===== src/rtl/data_sample_voter.sv =====
// data_sample_voter: takes NUM_SAMPLES oversampled copies of RX_IN around
// the centre of each bit and outputs the majority value with a noise flag.
module data_sample_voter #(
  parameter int unsigned NUM_SAMPLES = 3,
  parameter int unsigned PRESCALE_W  = 6,
  parameter int unsigned SYNC_STAGES = 2
) (
  input  logic                  clk,
  input  logic                  reset,
  input  logic                  data_samp_en,
  input  logic [PRESCALE_W-1:0] edge_cnt,
  input  logic [PRESCALE_W-1:0] Prescale,
  input  logic                  RX_IN,
  output logic                  sampled_bit,
  output logic                  sample_valid,
  output logic                  noise_flag,
  output logic                  cfg_err
);

  localparam int unsigned AW    = PRESCALE_W + 1;
  localparam int unsigned HALF  = (NUM_SAMPLES - 1) / 2;
  localparam int unsigned IDX_W = $clog2(NUM_SAMPLES + 1);
  localparam int unsigned MAJ   = (NUM_SAMPLES + 1) / 2;

  logic                   rx_s;
  logic [AW-1:0]          centre;
  logic [AW-1:0]          win_first;
  logic [AW-1:0]          win_last;
  logic [AW-1:0]          edge_x;
  logic                   in_win;
  logic                   at_last;
  logic                   cfg_bad;
  logic                   window_full;
  logic [NUM_SAMPLES-1:0] samp_q;
  logic [NUM_SAMPLES-1:0] samp_merged;
  logic [IDX_W-1:0]       idx_q;
  logic [IDX_W-1:0]       ones;

  generate
    if (SYNC_STAGES == 0) begin : g_direct
      assign rx_s = RX_IN;
    end else begin : g_sync
      logic [SYNC_STAGES-1:0] sync_q;

      // Line synchroniser; flops idle high so reset looks like a quiet line.
      always_ff @(posedge clk or negedge reset) begin
        if (!reset) begin
          sync_q <= '1;
        end else begin
          sync_q <= SYNC_STAGES'({sync_q, RX_IN});
        end
      end

      assign rx_s = sync_q[SYNC_STAGES-1];
    end
  endgenerate

  // Sampling window centred on the bit, computed one bit wider so that an
  // undersized Prescale wraps instead of aliasing into a valid window.
  assign centre      = AW'(Prescale >> 1) - AW'(1);
  assign win_first   = centre - AW'(HALF);
  assign win_last    = centre + AW'(HALF);
  assign edge_x      = AW'(edge_cnt);
  assign in_win      = (edge_x >= win_first) && (edge_x <= win_last);
  assign at_last     = (edge_x == win_last);
  assign cfg_bad     = AW'(Prescale) < AW'(NUM_SAMPLES + 1);
  assign window_full = at_last && (idx_q == IDX_W'(NUM_SAMPLES - 1));

  // Sample vector including the value being captured now, and its popcount.
  always_comb begin
    samp_merged = samp_q;
    for (int i = 0; i < NUM_SAMPLES; i++) begin
      if (idx_q == IDX_W'(i)) samp_merged[i] = rx_s;
    end
    ones = '0;
    for (int i = 0; i < NUM_SAMPLES; i++) begin
      ones = ones + IDX_W'(samp_merged[i]);
    end
  end

  // Capture, bit restart and vote; the vote registers on the last capture edge.
  always_ff @(posedge clk or negedge reset) begin
    if (!reset) begin
      cfg_err      <= 1'b0;
      sampled_bit  <= 1'b0;
      noise_flag   <= 1'b0;
      sample_valid <= 1'b0;
      idx_q        <= '0;
      samp_q       <= '0;
    end else begin
      cfg_err      <= cfg_bad;
      sample_valid <= 1'b0;
      if (!data_samp_en) begin
        sampled_bit <= 1'b0;
        noise_flag  <= 1'b0;
        idx_q       <= '0;
        samp_q      <= '0;
      end else if (edge_cnt == '0) begin
        idx_q  <= '0;
        samp_q <= '0;
      end else if (!cfg_err && in_win) begin
        samp_q <= samp_merged;
        if (idx_q < IDX_W'(NUM_SAMPLES)) idx_q <= idx_q + IDX_W'(1);
        if (window_full) begin
          sampled_bit  <= (ones >= IDX_W'(MAJ));
          noise_flag   <= (ones != '0) && (ones != IDX_W'(NUM_SAMPLES));
          sample_valid <= 1'b1;
        end
      end
    end
  end

endmodule


===== config.mk =====
export PLATFORM = sky130hd
export DESIGN_NAME = data_sample_voter
export DESIGN_NICKNAME = d
export VERILOG_FILES = /design/src/rtl/data_sample_voter.sv
export SDC_FILE = /design/constraint.sdc
export NUM_CORES = 1
export LEC_CHECK = 0
export ABC_AREA = 0
export CAP_MARGIN = 10
export CORE_ASPECT_RATIO = 2
export CORE_UTILIZATION = 30
export DETAILED_ROUTE_END_ITERATION = 8
export PLACE_DENSITY = 0.58
export REMOVE_ABC_BUFFERS = 1
export SLEW_MARGIN = 20
export SYNTH_ARGS = -nofsm -noshare
export SYNTH_HDL_FRONTEND = slang
export SYNTH_SLANG_ARGS = --single-unit

===== constraint.sdc =====
create_clock -name clk -period 2.1 [get_ports clk]
set_input_delay 0.42 -clock clk [delete_from_list [all_inputs] [get_ports clk]]
set_output_delay 0.42 -clock clk [all_outputs]
set_load 0.02 [all_outputs]

# ---- After elaboration in Yosys (flattened, before gate mapping)
# Index checks and enable logic that the tools add are counted.
# W data, S select, Z words.
dict set report classes {
  addsub 6
  order_cmp 5
  eq_ne 9
  n_mux 22
  reduce_logical 10
}
# operator count
set op_table {}
lappend op_table {{$mux W1} 15}
lappend op_table {{$mux W3} 3}
lappend op_table {{$mux W2} 4}
lappend op_table {{$add A6 B2 Y7 const B} 1}
lappend op_table {{$eq A6 B7 Y1} 1}
lappend op_table {{$ge A6 B7 Y1} 1}
lappend op_table {{$le A6 B7 Y1} 1}
lappend op_table {{$sub A6 B2 Y7 const B} 1}
lappend op_table {{$logic_not A6 Y1} 1}
lappend op_table {{$lt A6 B3 Y1 const B} 1}
lappend op_table {{$ne A3 B1 Y1 const B} 2}
lappend op_table {{$sub A5 B1 Y6 const B} 1}
lappend op_table {{$logic_and A1 B1 Y1} 4}
lappend op_table {{$ne A2 B1 Y1 const B} 2}
lappend op_table {{$ne A2 B2 Y1 const B} 2}
lappend op_table {{$reduce_and A3 Y1} 1}
lappend op_table {{$add A1 B1 Y2} 1}
lappend op_table {{$add A2 B1 Y2} 1}
lappend op_table {{$add A2 B1 Y2 const B} 1}
lappend op_table {{$eq A2 B1 Y1 const B} 1}
lappend op_table {{$eq A2 B2 Y1 const B} 1}
lappend op_table {{$ge A2 B2 Y1 const B} 1}
lappend op_table {{$logic_not A2 Y1} 1}
lappend op_table {{$lt A2 B2 Y1 const B} 1}
lappend op_table {{3 further kinds} 3}
dict set report totals {
  reg_bits 11
  input_bits 16
  output_inout_bits 4
  word_cells 59
}

# ---- Depth between registers and ports, before layout
# Gate-level depths: netlist of the first run.
dict set report logic_depth {
  word_depth 10
  ltp_mapped 13
  mapped_depth_nobuf 13
}

# ---- Worst setup path after synthesis of the first run
# OpenSTA, ideal clock, no wires.
dict set report synth_timing {
  path_kind {input -> register}
  start {in Prescale[2]}
  end {reg noise_flag}
  t_arrival_ns 3.038
  t_required_ns 2.021
  path_slack_ns -1.017
  path_stages 13
  path_cell_list {inv_1 > ha_1 > and2b_4 > mux2_2 > mux2i_1 > a21oi_1 > xor2_1 > ha_1 > o21ai_0 > a221oi_1 > o21ai_1 > nor4_2 > mux2i_1}
}
dict set report synth_between {
  elab_chain_cells 7
}
# item line_no
set synth_lines {}
lappend synth_lines {{from (decl)} 12} ;# input logic [PRESCALE_W-1:0] Prescale,
lappend synth_lines {{$sub A5 B1 Y6 (*)} 60} ;# assign centre = AW'(Prescale >> 1) - AW'(1);
lappend synth_lines {{$sub A6 B2 Y7 / $add A6 B2 Y7 (equally long branches)} {61, 62}}
lappend synth_lines {{$ge A6 B7 Y1 / $le A6 B7 Y1 (equally long branches)} 64} ;# assign in_win = (edge_x >= win_first) && (edge_x <= win_last);
lappend synth_lines {{$logic_and A1 B1 Y1} 64}
lappend synth_lines {{$logic_and A1 B1 Y1} 101} ;# end else if (!cfg_err && in_win) begin
lappend synth_lines {{$ne A2 B1 Y1 (no source line)} --}
lappend synth_lines {{$reduce_and A3 Y1 (no source line) (*)} --}
lappend synth_lines {{to (signal assigned)} 106} ;# noise_flag <= (ones != '0) && (ones != IDX_W'(NUM_SAMPLES));
lappend synth_lines {{to (decl)} 16} ;# output logic noise_flag,
# Every way passes the cells marked *; elsewhere a longest branch is shown, timed or not.
# A chain may end at the register's enable or synchronous reset.

# ---- Worst setup path after layout of the first run
dict set report layout_timing {
  start {in Prescale[2]}
  end {reg idx_q[1]}
}
dict set report layout_between {
  elab_chain_cells 7
}
# item line_no
set layout_lines {}
lappend layout_lines {{$sub A5 B1 Y6 (*)} 60}
lappend layout_lines {{$sub A6 B2 Y7 / $add A6 B2 Y7 (equally long branches)} {61, 62}}
lappend layout_lines {{$ge A6 B7 Y1 / $le A6 B7 Y1 (equally long branches)} 64}
lappend layout_lines {{$logic_and A1 B1 Y1 (*)} 64}
lappend layout_lines {{$logic_and A1 B1 Y1 (*)} 101}
lappend layout_lines {{$ne A3 B1 Y1 (no source line) (*)} --}
lappend layout_lines {{$reduce_and A2 Y1 (no source line) (*)} --}
lappend layout_lines {{to (signal assigned)} 103} ;# if (idx_q < IDX_W'(NUM_SAMPLES)) idx_q <= idx_q + IDX_W'(1);
lappend layout_lines {{to (decl)} 36} ;# logic [IDX_W-1:0] idx_q;
# Marked as above.

==> out/metrics.csv, run 1 <==
metric,value,unit
worst-slew-pin-transition,0.631,ns
rsz0062_at_grt,true,
fin_nets,220,
viasPerCell,5.40,
yosys.area.top_type_share,21.2,%
drive_above_1_share,41.8,%
critPathLaunchType,input port,
antenna_cells,0,
hold_path.class,register to register,
p_leak,0.000847,uW
die_y,90.6,um
overflow,0,
fin_ws,-0.827,ns
synth_edf_count,0,
finalSetupViolCount,8,
first_pass_iters,4,
grt_pass1_vias,1412,
ys_warn_count,0,
fillers,336,
h-tree-depth,1,
dp_cells,216,
cts_tree,done,
core,3680,um^2
cts_sinks,11,
cp-end-kind,register,
gp_congestion,0.946,
numCtsBuffers,3,
num_rows,31,
violations,negative setup slack,
io_pins,20,
worstPathArrival,3.10,ns
synth_seq_cells,11,
area_delta_synth_final,65.3,%
finalCritPeriodShare,139,%
grt_pass1_wl,6020,um
clk_latency,0.23,ns
io_buffers,18,
cts-root-buf,clkbuf_8,
fin_crit,2.93,ns
die_area,4200,um^2
avgSynthCellArea,9.35,um^2
drt-initial-drc-count,25,
yosys.area.top_type,ha_1,
grtUsageTotal,19.8,%
drt_wl_total,3860,um
holdBufCountCts,0,
synthArstFlopShare,100,%
vdd_ir_drop_max,0.424,mV
crit_fanout,4,
p_per_area,438,nW/um^2
cap_violations,0,
ant_nets,0,
clockBufferDepth,2,
drc,0,
syn_area,1180,um^2
slew_headroom,57.6,%
worst_r2r_path_depth,7,
status,"finished, violations left",
final.setup.tns,-6.23,ns
reg2reg_from,idx_q[0],
place_ws,-1.77,ns
grt_max_degree,12,
cp-endpoint,idx_q[1],
critPathKind,input port to register,
layout.cells.non_filler,231,
slew_violations,0,
synth_cell_types,45,
timing.rr.end,noise_flag,
synthTopCellsByArea,"ha_1, dfrtp_1, mux2i_1",
hold_violations,0,
skew,0.00440,ns
hpwl,2770,um
worst-r2r-setup-slack,-0.14,ns
initial_core_util,32.0,%
max_freq,0.342,GHz
cp.required,2.27,ns
ys.flop_type,dfrtp_1,
postLayoutCoreUtil,52.9,%
die_w,46.3,um
seq_area_frac_synth,23.6,%
path_clk_slew,0.05,ns
route.vias.total,1248,
netlist_instances,126,
antenna_found_initial,0,
routedWlPerCell,16.7,um
crit_start,Prescale[2],
## registers in the layout (all words and copies together), names as in the netlist
signal,flops
samp_q,3
sampled_bit,1
sample_valid,1
idx_q,2
noise_flag,1
cfg_err,1
g_sync.sync_q,2
## cell usage in the layout (no fill, tap or decap), drive strengths merged, types with 3 or more instances in the layout
cell type	n
a211oi	3
a21oi	5
a31oi	3
buf	40
clkbuf	4
clkdlybuf4s50	13
dfrtp	9
ha	20
inv	11
mux2i	7
nand2	10
nand2b	3
nor2	4
nor3	5
nor4	4
xnor2	3
## routing by layer
layer  track usage [%]  vias to the layer above  part of all wire, %
met5                 0                        -                    0
met4              16.9                        0                  9.9
met3              2.00                       26                  3.0
met2              36.6                       46                   56
met1              15.8                      592                   31
li1                  -                      584                    -
## cell families after synthesis
logic type / synth area share, %
mux: 6.90
fa+ha+maj: 22.9
simple gates: 18.4
compound gates: 19.1
xor+xnor: 3.72
flops: 23.6
buf+inv: 5.41
## synth_stat cells, drive strengths merged, types with 2 or more instances
cell	count
a21o	2
nand2	10
ha	20
nor4	4
xnor2	3
nor2b	2
o21ai	2
a31oi	3
inv	11
dfrtp	9
a21boi	2
nor3	5
buf	2
o21a	2
a211oi	3
a221oi	2
nor2	4
and2	2
dfstp	2
xor2	2
a21oi	5
nand2b	3
mux2i	7
o311a	2
## worst min-delay path by stage
| stage | to | from | depth (start not counted) | slack [ns] |
|---|---|---|---|---|
| 6_report | g_sync.sync_q[1] | g_sync.sync_q[0] | 0 | 0.36 |
| 5_1_grt | g_sync.sync_q[1] | g_sync.sync_q[0] | 0 | 0.36 |
| 4_1_cts | g_sync.sync_q[1] | g_sync.sync_q[0] | 0 | 0.36 |
| 3_5_place_dp | g_sync.sync_q[1] | g_sync.sync_q[0] | 0 | 0.35 |
| 3_3_place_gp | g_sync.sync_q[1] | g_sync.sync_q[0] | 0 | 0.35 |
| 2_1_floorplan | cfg_err | reset | 0 | 0.12 |
## layout make-up
cell class | count | area [um^2] | share of cell area, %
Inverter | 11 | 53.8 | 2.76
Multi-Input combinational cell | 101 | 1030 | 52.7
Sequential cell | 11 | 278 | 14.3
Timing Repair Buffer | 55 | 484 | 24.9
Tap cell | 49 | 61.3 | 3.15
Clock buffer | 4 | 45.0 | 2.31
## critical path: stages
cell      delay (ns)
buf_8           0.09
inv_8           0.04
buf_4           0.13
ha_4            0.16
nor2b_4         0.14
buf_4           0.14
a22o_1          0.21
a21oi_2         0.21
ha_1            0.28
and3_4          0.19
a21boi_4        0.14
o311a_4         0.33
buf_6           0.13
nor3_4          0.29
a41o_1          0.21
## report_power, final
group	internal, uW	switching, uW	total [uW]
Clock	133	73.1	206
Sequential	227	11.8	239
Combinational	209	199	409
## stage by stage
stage | total power (uW) | hold WS, ns | instance area, um^2
3_5_place_dp | 537 | 0.351 | 1590
6_report | 854 | 0.357 | 1950
2_1_floorplan | 400 | 0.124 | 1160
3_3_place_gp | 531 | 0.348 | 1590
4_1_cts | 833 | 0.358 | 1900
5_1_grt | 905 | 0.358 | 1950
## what timing repair did
item                                    CTS  global route
endpoints found under the hold margin     0             0
setup buffers                            11             1
endpoints found under the setup margin    8             8
gates resized for setup                  61             7
pin swaps                                24             9
(Power assumes the default switching activity.)
==> run 2, diff against run 1 <==
--- a/config.mk
+++ b/config.mk
@@ -9,9 +9,11 @@
 export CAP_MARGIN = 10
 export CORE_ASPECT_RATIO = 2
 export CORE_UTILIZATION = 30
+export CTS_CLUSTER_DIAMETER = 80
 export DETAILED_ROUTE_END_ITERATION = 8
 export PLACE_DENSITY = 0.58
 export REMOVE_ABC_BUFFERS = 1
+export SETUP_SLACK_MARGIN = 0.4
 export SLEW_MARGIN = 20
 export SYNTH_ARGS = -nofsm -noshare
 export SYNTH_HDL_FRONTEND = slang
==> run 2 against run 1 <==
  * The run still ends with negative setup slack left
  * Register-to-register slack hardly changed
  * Die area unchanged
  * First-iteration DRC count down 48%
  * Critical endpoint unchanged
  * Combinational power fell by 4%
  * Wire length fell by 1.4%
==> out/metrics.csv, run 2 (synthesis gave the netlist of run 1 again) <==
metric,value,unit,change
gp_congestion,0.946,,unchanged
critPathLaunchType,input port,,
p_leak,0.000854,uW,+0.86%
viasPerCell,5.34,,-1.2%
fin_nets,219,,-0.45%
fillers,338,,+0.60%
largest_registers,"samp_q: 3 flops, g_sync.sync_q: 2 flops, idx_q: 2 flops",,
drt_wl_total,3800,um,-1.4%
path_clk_slew,0.05,ns,about the same
cap_violations,0,,unchanged
cts_sinks,11,,unchanged
met2_usage,35.1,%,-1.5 points
whs,0.357,ns,+0.000200 ns
dp_cells,216,,unchanged
slew_headroom,68.0,%,+10 points
rsz0062_at_grt,true,,
worst-slew-pin-transition,0.478,ns,-0.153 ns
hold_path.class,register to register,,
io_pins,20,,unchanged
hold_depth,0,,unchanged
cp-end-kind,register,,
skew,0.00459,ns,+0.000189 ns
holdPathEnd,g_sync.sync_q[1],,
p_per_area,437,nW/um^2,-0.32%
placed_area,1590,um^2,unchanged
critPathKind,input port to register,,
io_buffers,18,,unchanged
power.total,837,uW,-1.9%
timing.rr.end,noise_flag,,
cts-root-buf,clkbuf_8,,
num_rows,31,,unchanged
cts_tree,done,,
worst-r2r-setup-slack,-0.14,ns,about the same
overflow,0,,unchanged
largest_register,samp_q,,
die_area,4200,um^2,unchanged
antenna_cells,0,,unchanged
grt_pass1_vias,1420,,+0.57%
clk_latency,0.23,ns,about the same
most-common-layout-cells,"buf_4, ha_1, clkdlybuf4s50_1",,
vdd_ir_drop_max,0.402,mV,-5.2%
initial_core_util,32.0,%,unchanged
routedWlPerCell,16.5,um,-0.95%
die_y,90.6,um,unchanged
layout.cells.non_filler,230,,-0.43%
area_delta_synth_final,62.6,%,
route.vias.total,1228,,-1.6%
use_met1,15.7,%,-0.16 points
grt.busiest_layer,met2,,
grtUsageTotal,19.5,%,-0.32 points
min-delay-start,g_sync.sync_q[0],,
violations,negative setup slack,,
worstPathArrival,3.04,ns,-0.06 ns
core,3680,um^2,unchanged
numCtsBuffers,3,,unchanged
hold_violations,0,,unchanged
drc,0,,unchanged
grt_pass1_wl,5960,um,-0.91%
use_met3,2.40,%,+0.40 points
antenna_found_initial,0,,unchanged
hpwl,2770,um,unchanged
max_freq,0.343,GHz,+0.52%
drt-initial-drc-count,13,,-48%
finalInstanceArea,1920,um^2,-1.6%
h-tree-depth,1,,unchanged
grt_max_degree,12,,unchanged
drive_above_1_share,40.9,%,-0.87 points
final_common_cell,buf_4,,
fin_crit,2.91,ns,-0.0151 ns
cp.required,2.22,ns,-0.05 ns
largest_reg_flops,3,,unchanged
clockBufferDepth,2,,unchanged
die_w,46.3,um,unchanged
first_pass_iters,4,,unchanged
finalCritPeriodShare,139,%,-0.72 points
slew_violations,0,,unchanged
status,"finished, violations left",,
fin_ws,-0.812,ns,+0.0151 ns
crit_fanout,4,,unchanged
worst_r2r_path_depth,7,,unchanged
reg2reg_from,idx_q[0],,
finalSetupViolCount,8,,unchanged
ant_nets,0,,unchanged
[run 2: per-stage QoR]
stage | TNS [ns] | worst slack (ns) | utilization (%)
after floorplan | -7.79 | -1.02 | -
after global placement | -12.98 | -1.68 | 43.2
after detailed placement | -13.53 | -1.77 | 43.2
after CTS | -6.25 | -0.866 | 50.5
after global routing | -6.85 | -0.907 | 52.0
final | -6.06 | -0.812 | 52.0
[run 2: power breakdown]
part	switching, uW	internal (uW)
registers	12.0	227
logic	192	200
clock network	73.2	133
total	277	560
[run 2: worst max path at each step]
stage               slack [ns]         from  depth (start not counted)           to
finish                   -0.81  Prescale[2]                         14     idx_q[1]
global route             -0.91  Prescale[1]                         13  sampled_bit
floorplan                -1.02  Prescale[2]                         13   noise_flag
detailed placement       -1.77  Prescale[2]                         14   noise_flag
global placement         -1.68  Prescale[2]                         14   noise_flag
CTS                      -0.87  Prescale[1]                         13  sampled_bit
[run 2: worst max-delay path: stages]
cell      delay, ns
buf_8          0.09
inv_8          0.04
buf_4          0.13
ha_4           0.16
nor2b_4        0.14
buf_4          0.14
a22o_1         0.21
a21oi_2        0.21
ha_1           0.28
and3_4         0.19
a21boi_2       0.16
o311a_4        0.34
o311a_1        0.33
a41o_1         0.20
[run 2: final cells by class]
class | instances | area, um^2 | area share [%]
repair buffers | 54 | 472 | 24.6
well taps | 49 | 61.3 | 3.20
inverters | 11 | 53.8 | 2.81
flip-flops and latches | 11 | 278 | 14.5
multi-input cells | 101 | 1010 | 52.5
clock buffers | 4 | 45.0 | 2.35
[run 2: repair_timing]
item,4_1_cts,5_1_grt
hold endpoints to repair,0,0
hold buffers,0,0
resized for setup,55,9
endpoints found under the setup margin,8,8
buffers inserted,9,1
cloned,0,0
pin swaps,21,8
[run 2: per-layer routing]
metal	vias to the layer above	part of all wire [%]
met1	585	32
met4	0	8.7
met3	24	2.9
met2	42	57
met5	-	0
li1	577	-
==> run 3, diff against run 2 <==
--- a/config.mk
+++ b/config.mk
@@ -12,7 +12,6 @@
 export CTS_CLUSTER_DIAMETER = 80
 export DETAILED_ROUTE_END_ITERATION = 8
 export PLACE_DENSITY = 0.58
-export REMOVE_ABC_BUFFERS = 1
 export SETUP_SLACK_MARGIN = 0.4
 export SLEW_MARGIN = 20
 export SYNTH_ARGS = -nofsm -noshare
==> run 3 against run 2 <==
  * The flow still finishes with violations (negative setup slack)
  * Clock-buffer cell count stayed put
  * Critical path type unchanged
  * Cell count up 0.87%
  * Non-clock buffer count rose by 2
==> out/metrics.csv, run 3 (synthesis gave the netlist of run 1 again) <==
metric,value,unit,change
status,"finished, violations left",,
violations,negative setup slack,,
finalSetupViolCount,8,,unchanged
overflow,0,,unchanged
largest_reg_flops,3,,unchanged
whs,0.356,ns,-0.00102 ns
cp-end-kind,register,,
p_clk_share,26.3,%,+1.7 points
critPathKind,input port to register,,
drc,0,,unchanged
largest_register,samp_q,,
clk_latency,0.24,ns,about the same
worst-slew-pin-transition,0.636,ns,+0.157 ns
cp.required,2.23,ns,about the same
route.vias.total,1220,,-0.65%
num_rows,31,,unchanged
initial_core_util,32.0,%,unchanged
drt_wl_total,3860,um,+1.6%
final.setup.tns,-7.27,ns,-1.21 ns
drive_above_1_share,40.4,%,-0.45 points
grt_max_degree,12,,unchanged
final_common_cell,buf_4,,
numCtsBuffers,3,,unchanged
cp_top_family,compound AO/OA/AOI/OAI gates,,
hold_violations,0,,unchanged
antenna_cells,0,,unchanged
rsz0062_at_grt,true,,
placed_area,1700,um^2,+7.0%
fin_ws,-0.957,ns,-0.145 ns
slew_headroom,57.1,%,-11 points
core,3680,um^2,unchanged
skew,0.00561,ns,+0.00102 ns
die_w,46.3,um,unchanged
io_pins,20,,unchanged
swShare,33.5,%,+0.41 points
h-tree-depth,1,,unchanged
hpwl,3080,um,+11%
hold_path.class,register to register,,
finalCritPeriodShare,146,%,+6.9 points
antenna_found_initial,0,,unchanged
area_delta_synth_final,59.4,%,
vdd_ir_drop_max,0.357,mV,-11%
crit_fanout,5,,+1
fin_nets,221,,+0.91%
io_buffers,18,,unchanged
cp_slowest_cell,o311ai_0,,
first_pass_iters,4,,unchanged
cap_violations,0,,unchanged
crit_buf_inv,4,,unchanged
clockBufferDepth,2,,unchanged
holdBufCountCts,0,,unchanged
finalInstanceArea,1880,um^2,-2.0%
cts_sinks,11,,unchanged
p_per_area,442,nW/um^2,+1.1%
die_y,90.6,um,unchanged
die_area,4200,um^2,unchanged
slew_violations,0,,unchanged
place_ws,-1.67,ns,+0.0985 ns
gp_congestion,0.959,,+1.4%
grt_pass1_wl,6180,um,+3.6%
power.total,830,uW,-0.88%
critPathMaxStageDelay,0.41,ns,+0.07 ns
path_clk_slew,0.05,ns,about the same
grtUsageTotal,20.4,%,+0.92 points
cpMostUsedCell,buf_6,,
viasPerCell,5.26,,-1.5%
cts_tree,done,,
p_leak,0.000848,uW,-0.70%
worstPathArrival,3.19,ns,+0.15 ns
max_freq,0.327,GHz,-4.7%
fillers,354,,+4.7%
drt-initial-drc-count,10,,-3
routedWlPerCell,16.7,um,+0.70%
cts-root-buf,clkbuf_8,,
ant_nets,0,,unchanged
p_seq_share,28.5,%,about the same
fin_crit,3.06,ns,+0.145 ns
grt_pass1_vias,1418,,-0.14%
most-common-layout-cells,"buf_4, ha_1, clkdlybuf4s50_1",,
path_cells,"buf_6, buf_6, inv_12, ha_4, and2b_4, nor3_2, a21o_1, a22o_1, a21oi_2, ha_1, and3_4, a21boi_4, o311ai_0, buf_4, a31oi_1, a211oi_1",,
p_comb_share,45.2,%,-1.6 points
critPathLaunchType,input port,,
largest_registers,"samp_q: 3 flops, g_sync.sync_q: 2 flops, idx_q: 2 flops",,
power.switching,278,uW,+0.34%
p_int,552,uW,-1.5%
synth_nets,163,,
## run 3: cell type report
class / instances / area, um^2 / share of cell area (%)
timing repair buffer: 56 / 473 / 25.2
multi-input combinational: 101 / 952 / 50.7
clock buffer: 4 / 45.0 / 2.40
tap: 49 / 61.3 / 3.26
sequential: 11 / 278 / 14.8
inverter: 11 / 70.1 / 3.73
## run 3: worst paths after layout
| path | slack (ns) | cells after the start | start | endpoint |
|---|---|---|---|---|
| worst min-delay path | 0.36 | 0 | g_sync.sync_q[0] | g_sync.sync_q[1] |
| worst min register to register | 0.36 | 0 | g_sync.sync_q[0] | g_sync.sync_q[1] |
| worst max register to register | -0.03 | 7 | idx_q[0] | noise_flag |
| worst max-delay path | -0.96 | 16 | Prescale[2] | samp_q[2] |
| max in group asynchronous | 1.22 | 1 | reset | g_sync.sync_q[1] |
| min in group asynchronous | 0.52 | 1 | reset | samp_q[1] |
## run 3: metal layers
| layer | wire [um] | track usage, % | vias to the layer above | part of all wire, % |
|---|---|---|---|---|
| met3 | 105 | 1.40 | 19 | 2.7 |
| met2 | 2320 | 38.8 | 39 | 60 |
| met1 | 1170 | 16.7 | 578 | 30 |
| met5 | 0 | 0 | - | 0 |
| met4 | 265 | 15.2 | 0 | 6.9 |
| li1 | - | - | 584 | - |
## run 3: repair_timing
item                       CTS  global route
gates resized for setup     34             4
setup endpoints to repair    9             8
buffers inserted             6             0
pin swaps                   17             0
## run 3: metrics by stage
step,util [%],instances
final,51.0,232
after CTS,50.5,232
after detailed placement,46.2,222
after global routing,51.0,232
after floorplan,-,126
after global placement,46.2,222
## run 3: power groups by stage
stage / combinational [uW] / clock, uW / sequential, uW
2_1_floorplan: 186 / 0 / 238
3_3_place_gp: 316 / 0 / 238
3_5_place_dp: 329 / 0 / 240
4_1_cts: 366 / 216 / 236
5_1_grt: 412 / 226 / 237
6_report: 375 / 219 / 237
